===== config.mk =====
export PLATFORM = sky130hd
export DESIGN_NAME = board_debug_ctrl
export DESIGN_NICKNAME = d
export VERILOG_FILES = /design/src/rtl/board_debug_ctrl.sv
export SDC_FILE = /design/constraint.sdc
export NUM_CORES = 1
export LEC_CHECK = 0
export ABC_AREA = 1
export BUFFER_PORTS_ARGS = -buffer_cell sky130_fd_sc_hd__buf_4
export CORE_MARGIN = 2
export CORE_UTILIZATION = 35
export CTS_CLUSTER_SIZE = 30
export DETAILED_ROUTE_END_ITERATION = 10
export PLACE_DENSITY = 0.53
export SLEW_MARGIN = 40
export SYNTH_ARGS = -nofsm -noshare
export SYNTH_HDL_FRONTEND = slang
export SYNTH_SLANG_ARGS = --single-unit

===== constraint.sdc =====
create_clock -name clk -period 3.35 [get_ports clk]
set_clock_uncertainty 0.1 [all_clocks]
set_input_delay 0.335 -clock clk [delete_from_list [all_inputs] [get_ports clk]]
set_output_delay 0.335 -clock clk [all_outputs]
set_load 0.05 [all_outputs]

===== src/rtl/board_debug_ctrl.sv =====
// Board-level debug controller: debounced single-step button, registered register
// select, and a four-digit multiplexed hex display of the PC or a register half.
module board_debug_ctrl #(
    parameter int unsigned DEBOUNCE_CYCLES = 50000,
    parameter int unsigned REFRESH_CYCLES  = 100000
) (
    input  logic        clk,
    input  logic        rst,
    input  logic        step_btn,
    input  logic        sel_pc,
    input  logic        half_sel,
    input  logic [4:0]  reg_sw,
    input  logic [31:0] pc_in,
    input  logic [31:0] reg_in,
    output logic [4:0]  syn_reg_dst,
    output logic        step,
    output logic [3:0]  an,
    output logic [6:0]  seg,
    output logic        dp
);

    localparam int unsigned DB_W  = $clog2(DEBOUNCE_CYCLES + 1);
    localparam int unsigned REF_W = $clog2(REFRESH_CYCLES + 1);
    localparam logic [DB_W-1:0]  DB_LAST  = DB_W'(DEBOUNCE_CYCLES - 1);
    localparam logic [REF_W-1:0] REF_LAST = REF_W'(REFRESH_CYCLES - 1);

    function automatic logic [6:0] hex_glyph(input logic [3:0] nib);
        logic [6:0] g;
        case (nib)
            4'h0:    g = 7'b1000000;
            4'h1:    g = 7'b1111001;
            4'h2:    g = 7'b0100100;
            4'h3:    g = 7'b0110000;
            4'h4:    g = 7'b0011001;
            4'h5:    g = 7'b0010010;
            4'h6:    g = 7'b0000010;
            4'h7:    g = 7'b1111000;
            4'h8:    g = 7'b0000000;
            4'h9:    g = 7'b0010000;
            4'hA:    g = 7'b0001000;
            4'hB:    g = 7'b0000011;
            4'hC:    g = 7'b1000110;
            4'hD:    g = 7'b0100001;
            4'hE:    g = 7'b0000110;
            default: g = 7'b0001110;
        endcase
        return g;
    endfunction

    logic             sync1_q, sync2_q;
    logic             stable_q, stable_d;
    logic             stable_prev_q;
    logic [DB_W-1:0]  db_cnt_q, db_cnt_d;
    logic             step_q, step_d;
    logic [4:0]       dst_q;
    logic [REF_W-1:0] ref_q, ref_d;
    logic [1:0]       idx_q, idx_d;
    logic [15:0]      snap_q, snap_d;
    logic             load_pending_q;
    logic [3:0]       an_q, an_d;
    logic [6:0]       seg_q, seg_d;
    logic             dp_q, dp_d;
    logic [31:0]      src;
    logic [15:0]      src_half;

    assign src      = sel_pc ? pc_in : reg_in;
    assign src_half = half_sel ? src[31:16] : src[15:0];

    // NOTE: every signal driven here gets a default first so no path leaves it
    // unassigned; a missing default would infer a latch.
    always_comb begin
        stable_d = stable_q;
        db_cnt_d = '0;
        if (sync2_q != stable_q) begin
            if (db_cnt_q == DB_LAST) begin
                stable_d = sync2_q;
            end else begin
                db_cnt_d = db_cnt_q + 1'b1;
            end
        end
        step_d = stable_q & ~stable_prev_q;

        ref_d  = ref_q;
        idx_d  = idx_q;
        snap_d = snap_q;
        // The first cycle after reset only captures the snapshot, so digit 0
        // gets its full refresh period like every other digit.
        if (load_pending_q) begin
            snap_d = src_half;
        end else if (ref_q == REF_LAST) begin
            ref_d = '0;
            idx_d = idx_q + 2'd1;
            if (idx_q == 2'd3) begin
                snap_d = src_half;
            end
        end else begin
            ref_d = ref_q + 1'b1;
        end

        // Outputs are decoded from next-state so anode, glyph and dp stay aligned.
        an_d  = ~(4'b0001 << idx_d);
        seg_d = hex_glyph(snap_d[{idx_d, 2'b00} +: 4]);
        dp_d  = ~((idx_d == 2'd0) & half_sel);
    end

    // NOTE: sequential state uses non-blocking assignments so every flop samples
    // the pre-edge value of the others, independent of statement order.
    always_ff @(posedge clk) begin
        if (rst) begin
            sync1_q        <= 1'b0;
            sync2_q        <= 1'b0;
            stable_q       <= 1'b0;
            stable_prev_q  <= 1'b0;
            db_cnt_q       <= '0;
            step_q         <= 1'b0;
            dst_q          <= '0;
            ref_q          <= '0;
            idx_q          <= '0;
            snap_q         <= '0;
            load_pending_q <= 1'b1;
            an_q           <= 4'b1111;
            seg_q          <= 7'h7F;
            dp_q           <= 1'b1;
        end else begin
            sync1_q        <= step_btn;
            sync2_q        <= sync1_q;
            stable_q       <= stable_d;
            stable_prev_q  <= stable_q;
            db_cnt_q       <= db_cnt_d;
            step_q         <= step_d;
            dst_q          <= reg_sw;
            ref_q          <= ref_d;
            idx_q          <= idx_d;
            snap_q         <= snap_d;
            load_pending_q <= 1'b0;
            an_q           <= an_d;
            seg_q          <= seg_d;
            dp_q           <= dp_d;
        end
    end

    assign syn_reg_dst = dst_q;
    assign step        = step_q;
    assign an          = an_q;
    assign seg         = seg_q;
    assign dp          = dp_q;

endmodule


==> impl_metrics.ini <==
[placed_design]
place_congestion = 0.8336
dp.cells = 818
dpl.hpwl_mm = 7.549
portBuffers = 91
place_area_mm2 = 0.004805

[synthesis]
yosys.cell_types.count = 35
synth_most_common_cell = nand2_1
synthCells = 602
ys.flop_type = dfxtp_1
async_flop_share = 0
synth_nets = 685
synth-seq-cells = 74
syn_area_mm2 = 0.004046
ys_seq_area_frac = 0.3661
yosysWarnings = 0
synthTopCellsByCount = nand2_1, nor2_1, inv_1
yosysTopAreaCell = dfxtp_1
synth_edf_count = 0
ys_top_cells_by_area = dfxtp_1, nand2_1, nor2_1
syn_avg_cell_area_um2 = 6.722
yosysTopAreaCellShare = 0.3661

[floorplan]
start_util = 0.3559
fp.coreArea_mm2 = 0.01137
die_h_um = 111.5
io_pins = 92
die_w_um = 111.5
fp.dieArea_mm2 = 0.01244
fp-row-count = 39

[timing]
rsz0062_at_grt = false
finalHoldViolCount = 0
finalSetupViolations = 0
final.setup.tns_ns = 0
drv_slew = 0
min_period_ns = 2.852
worst_pin_slew_ns = 0.7736
fmax_mhz = 350.6
relSlewSlack = 0.4811
min_period_over_period = 0.8515

[pwr]
ir_worst_vdd_mv = 0.2344
p_per_area_mw_per_mm2 = 455.2
power_leakage_uw = 0.002346

[critical_path]
reg2regPathDepth = 17
cpMostUsedCell = nand2_1
path_class = in2reg
rrSetupSlack_ns = 0.59
worstPathRequired_ns = 3.45
crit_buf_inv = 4
worstPathMaxFanout = 33
crit-reg2reg-launch = load_pending_q$_DFF_P_
cp.arrival_ns = 2.96
worstPathCellList = buf_4 -> clkinv_1 -> nand2_1 -> a22oi_1 -> nand2_1 -> o21ai_0 -> nand2_1 -> nand2_1 -> nor2_2 -> inv_2 -> ha_1 -> inv_1 -> nand3_1 -> nand3_1 -> nand3_1
max_stage_delay_ns = 0.70
critPathSlowestCell = clkinv_1
startpoint = sel_pc
reg2reg_to = seg[0]$_SDFF_PP1_
cp-end-kind = flip-flop
cp-start-kind = input pin
cp_top_family = buffers and inverters

[layout]
fin_area_mm2 = 0.005132
diodes = 0
syn2layout_area_growth_pct = 26.84
stdcell_count = 834
drive_gt1_frac = 0.2069
nets = 769

[grt]
antenna_found_initial = 0
grt_pass1_vias = 3780
grt-ovfl-total = 0
grt_max_degree = 34
grt_pass1_wl_mm = 17.24
grt_usage = 0.1664

[worst_hold_path]
hp-start = reg_sw[4]
holdPathStages = 3
worstHoldPathType = in2reg
holdPathEnd = syn_reg_dst[4]$_SDFF_PP0_

[clock_tree]
clk_latency_ns = 0.33
cts-resized-gates = 0
cts_setup_buffers = 0
cts_tree = built
cts_buffers = 9
clock_path_buffers = 2
cts.sinks = 74
cts_root_buffer = clkbuf_16
cts_hold_buf = 0
clkTransAtPathRegs_ns = 0.06
cts_htree_levels = 3

[routing]
drt-initial-drc-count = 265
routedWlPerCell_um = 12.00
vias = 3967
antenna_left = 0
via_per_inst = 4.757
drcViolationCount = 0
dr.pass1.iters = 6
routed_wl_mm = 10.01

[run_status]
outcome = completed

[job]
drv_cap = 0
[area by class of cell]
class / count / area, um2
Fill cell: 1196 / 6237
Multi-Input combinational cell: 429 / 2157
Sequential cell: 74 / 1481
Timing Repair Buffer: 91 / 683.2
Inverter: 81 / 304.0
Clock buffer: 9 / 225.2
Tap cell: 143 / 178.9
Clock inverter: 7 / 102.6
[tightest hold or removal path: stages]
cell and delay [ns]:
buf_4 0.07, inv_1 0.03, nor2_1 0.06
[how the worst max path moves through the flow]
stage,end,slack (ns),cells past startpoint
floorplan,seg[0]$_SDFF_PP1_,0.94,17
global placement,seg[0]$_SDFF_PP1_,0.57,14
detailed placement,seg[3]$_SDFF_PP1_,0.47,14
CTS,seg[0]$_SDFF_PP1_,0.57,17
global route,seg[0]$_SDFF_PP1_,0.21,14
finish,seg[0]$_SDFF_PP1_,0.50,15
[sequential cells by signal (all words and copies together), names as in the netlist]
| register | flops |
|---|---|
| ref_q | 17 |
| db_cnt_q | 16 |
| snap_q | 16 |
| seg | 7 |
| syn_reg_dst | 5 |
| an | 4 |
| idx_q | 2 |
| dp | 1 |
| load_pending_q | 1 |
| stable_prev_q | 1 |
| stable_q | 1 |
| step | 1 |
| sync1_q | 1 |
| sync2_q | 1 |
[where the power goes]
part | switching [uW] | internal, uW | total (uW)
logic | 215 | 145 | 360
clock network | 392 | 660 | 1050
registers | 10.4 | 914 | 925
[through the flow]
step | setup slack [ns] | power (uW) | hold slack [ns] | util
6_report | 0.4976 | 2336 | 0.09882 | 0.4514
5_1_grt | 0.2087 | 2448 | 0.09153 | 0.4514
4_1_cts | 0.5749 | 2368 | 0.08906 | 0.4514
3_5_place_dp | 0.4742 | 1306 | 0.2923 | 0.4226
3_3_place_gp | 0.5676 | 1303 | 0.2827 | 0.4226
2_1_floorplan | 0.9414 | 1177 | 0.2627 | -
[cell families (layout without fill, tap and decap cells)]
group | after synthesis | count (layout) | synth area share
fa+ha+maj | 9 | 9 | 0.02783
xor+xnor | 7 | 7 | 0.01515
compound gates | 69 | 69 | 0.09493
flops | 74 | 74 | 0.3661
buf+inv | 99 | 188 | 0.1008
simple gates | 344 | 344 | 0.3952
[cells in the final DEF (no fill, tap or decap), types with 2 or more instances in the layout]
cell type / count
o22ai_1: 4
nor2_4: 6
o21ai_0: 24
bufinv_16: 2
nand3b_1: 8
a21oi_1: 28
buf_4: 91
nor3_1: 14
dfxtp_1: 74
a22oi_1: 7
inv_2: 3
nand2_4: 3
nand3_1: 40
nor3b_1: 8
nand2_2: 15
clkinv_4: 3
o22a_1: 2
xor2_1: 7
nor4_1: 4
nor2_1: 87
clkbuf_16: 9
ha_1: 9
nor2_2: 6
nand2_1: 139
nand4_1: 9
o21a_1: 2
inv_1: 77
[per-layer routing]
layer  track usage  up-vias  wire length [um]
li1              -     2076                 -
met3       0.05063       14               582
met2        0.2793      107              4679
met1        0.2094     1770              4638
met5             0        -                 0
met4       0.04280        0               111
Note: power is estimated with default switching activity, not from simulation.
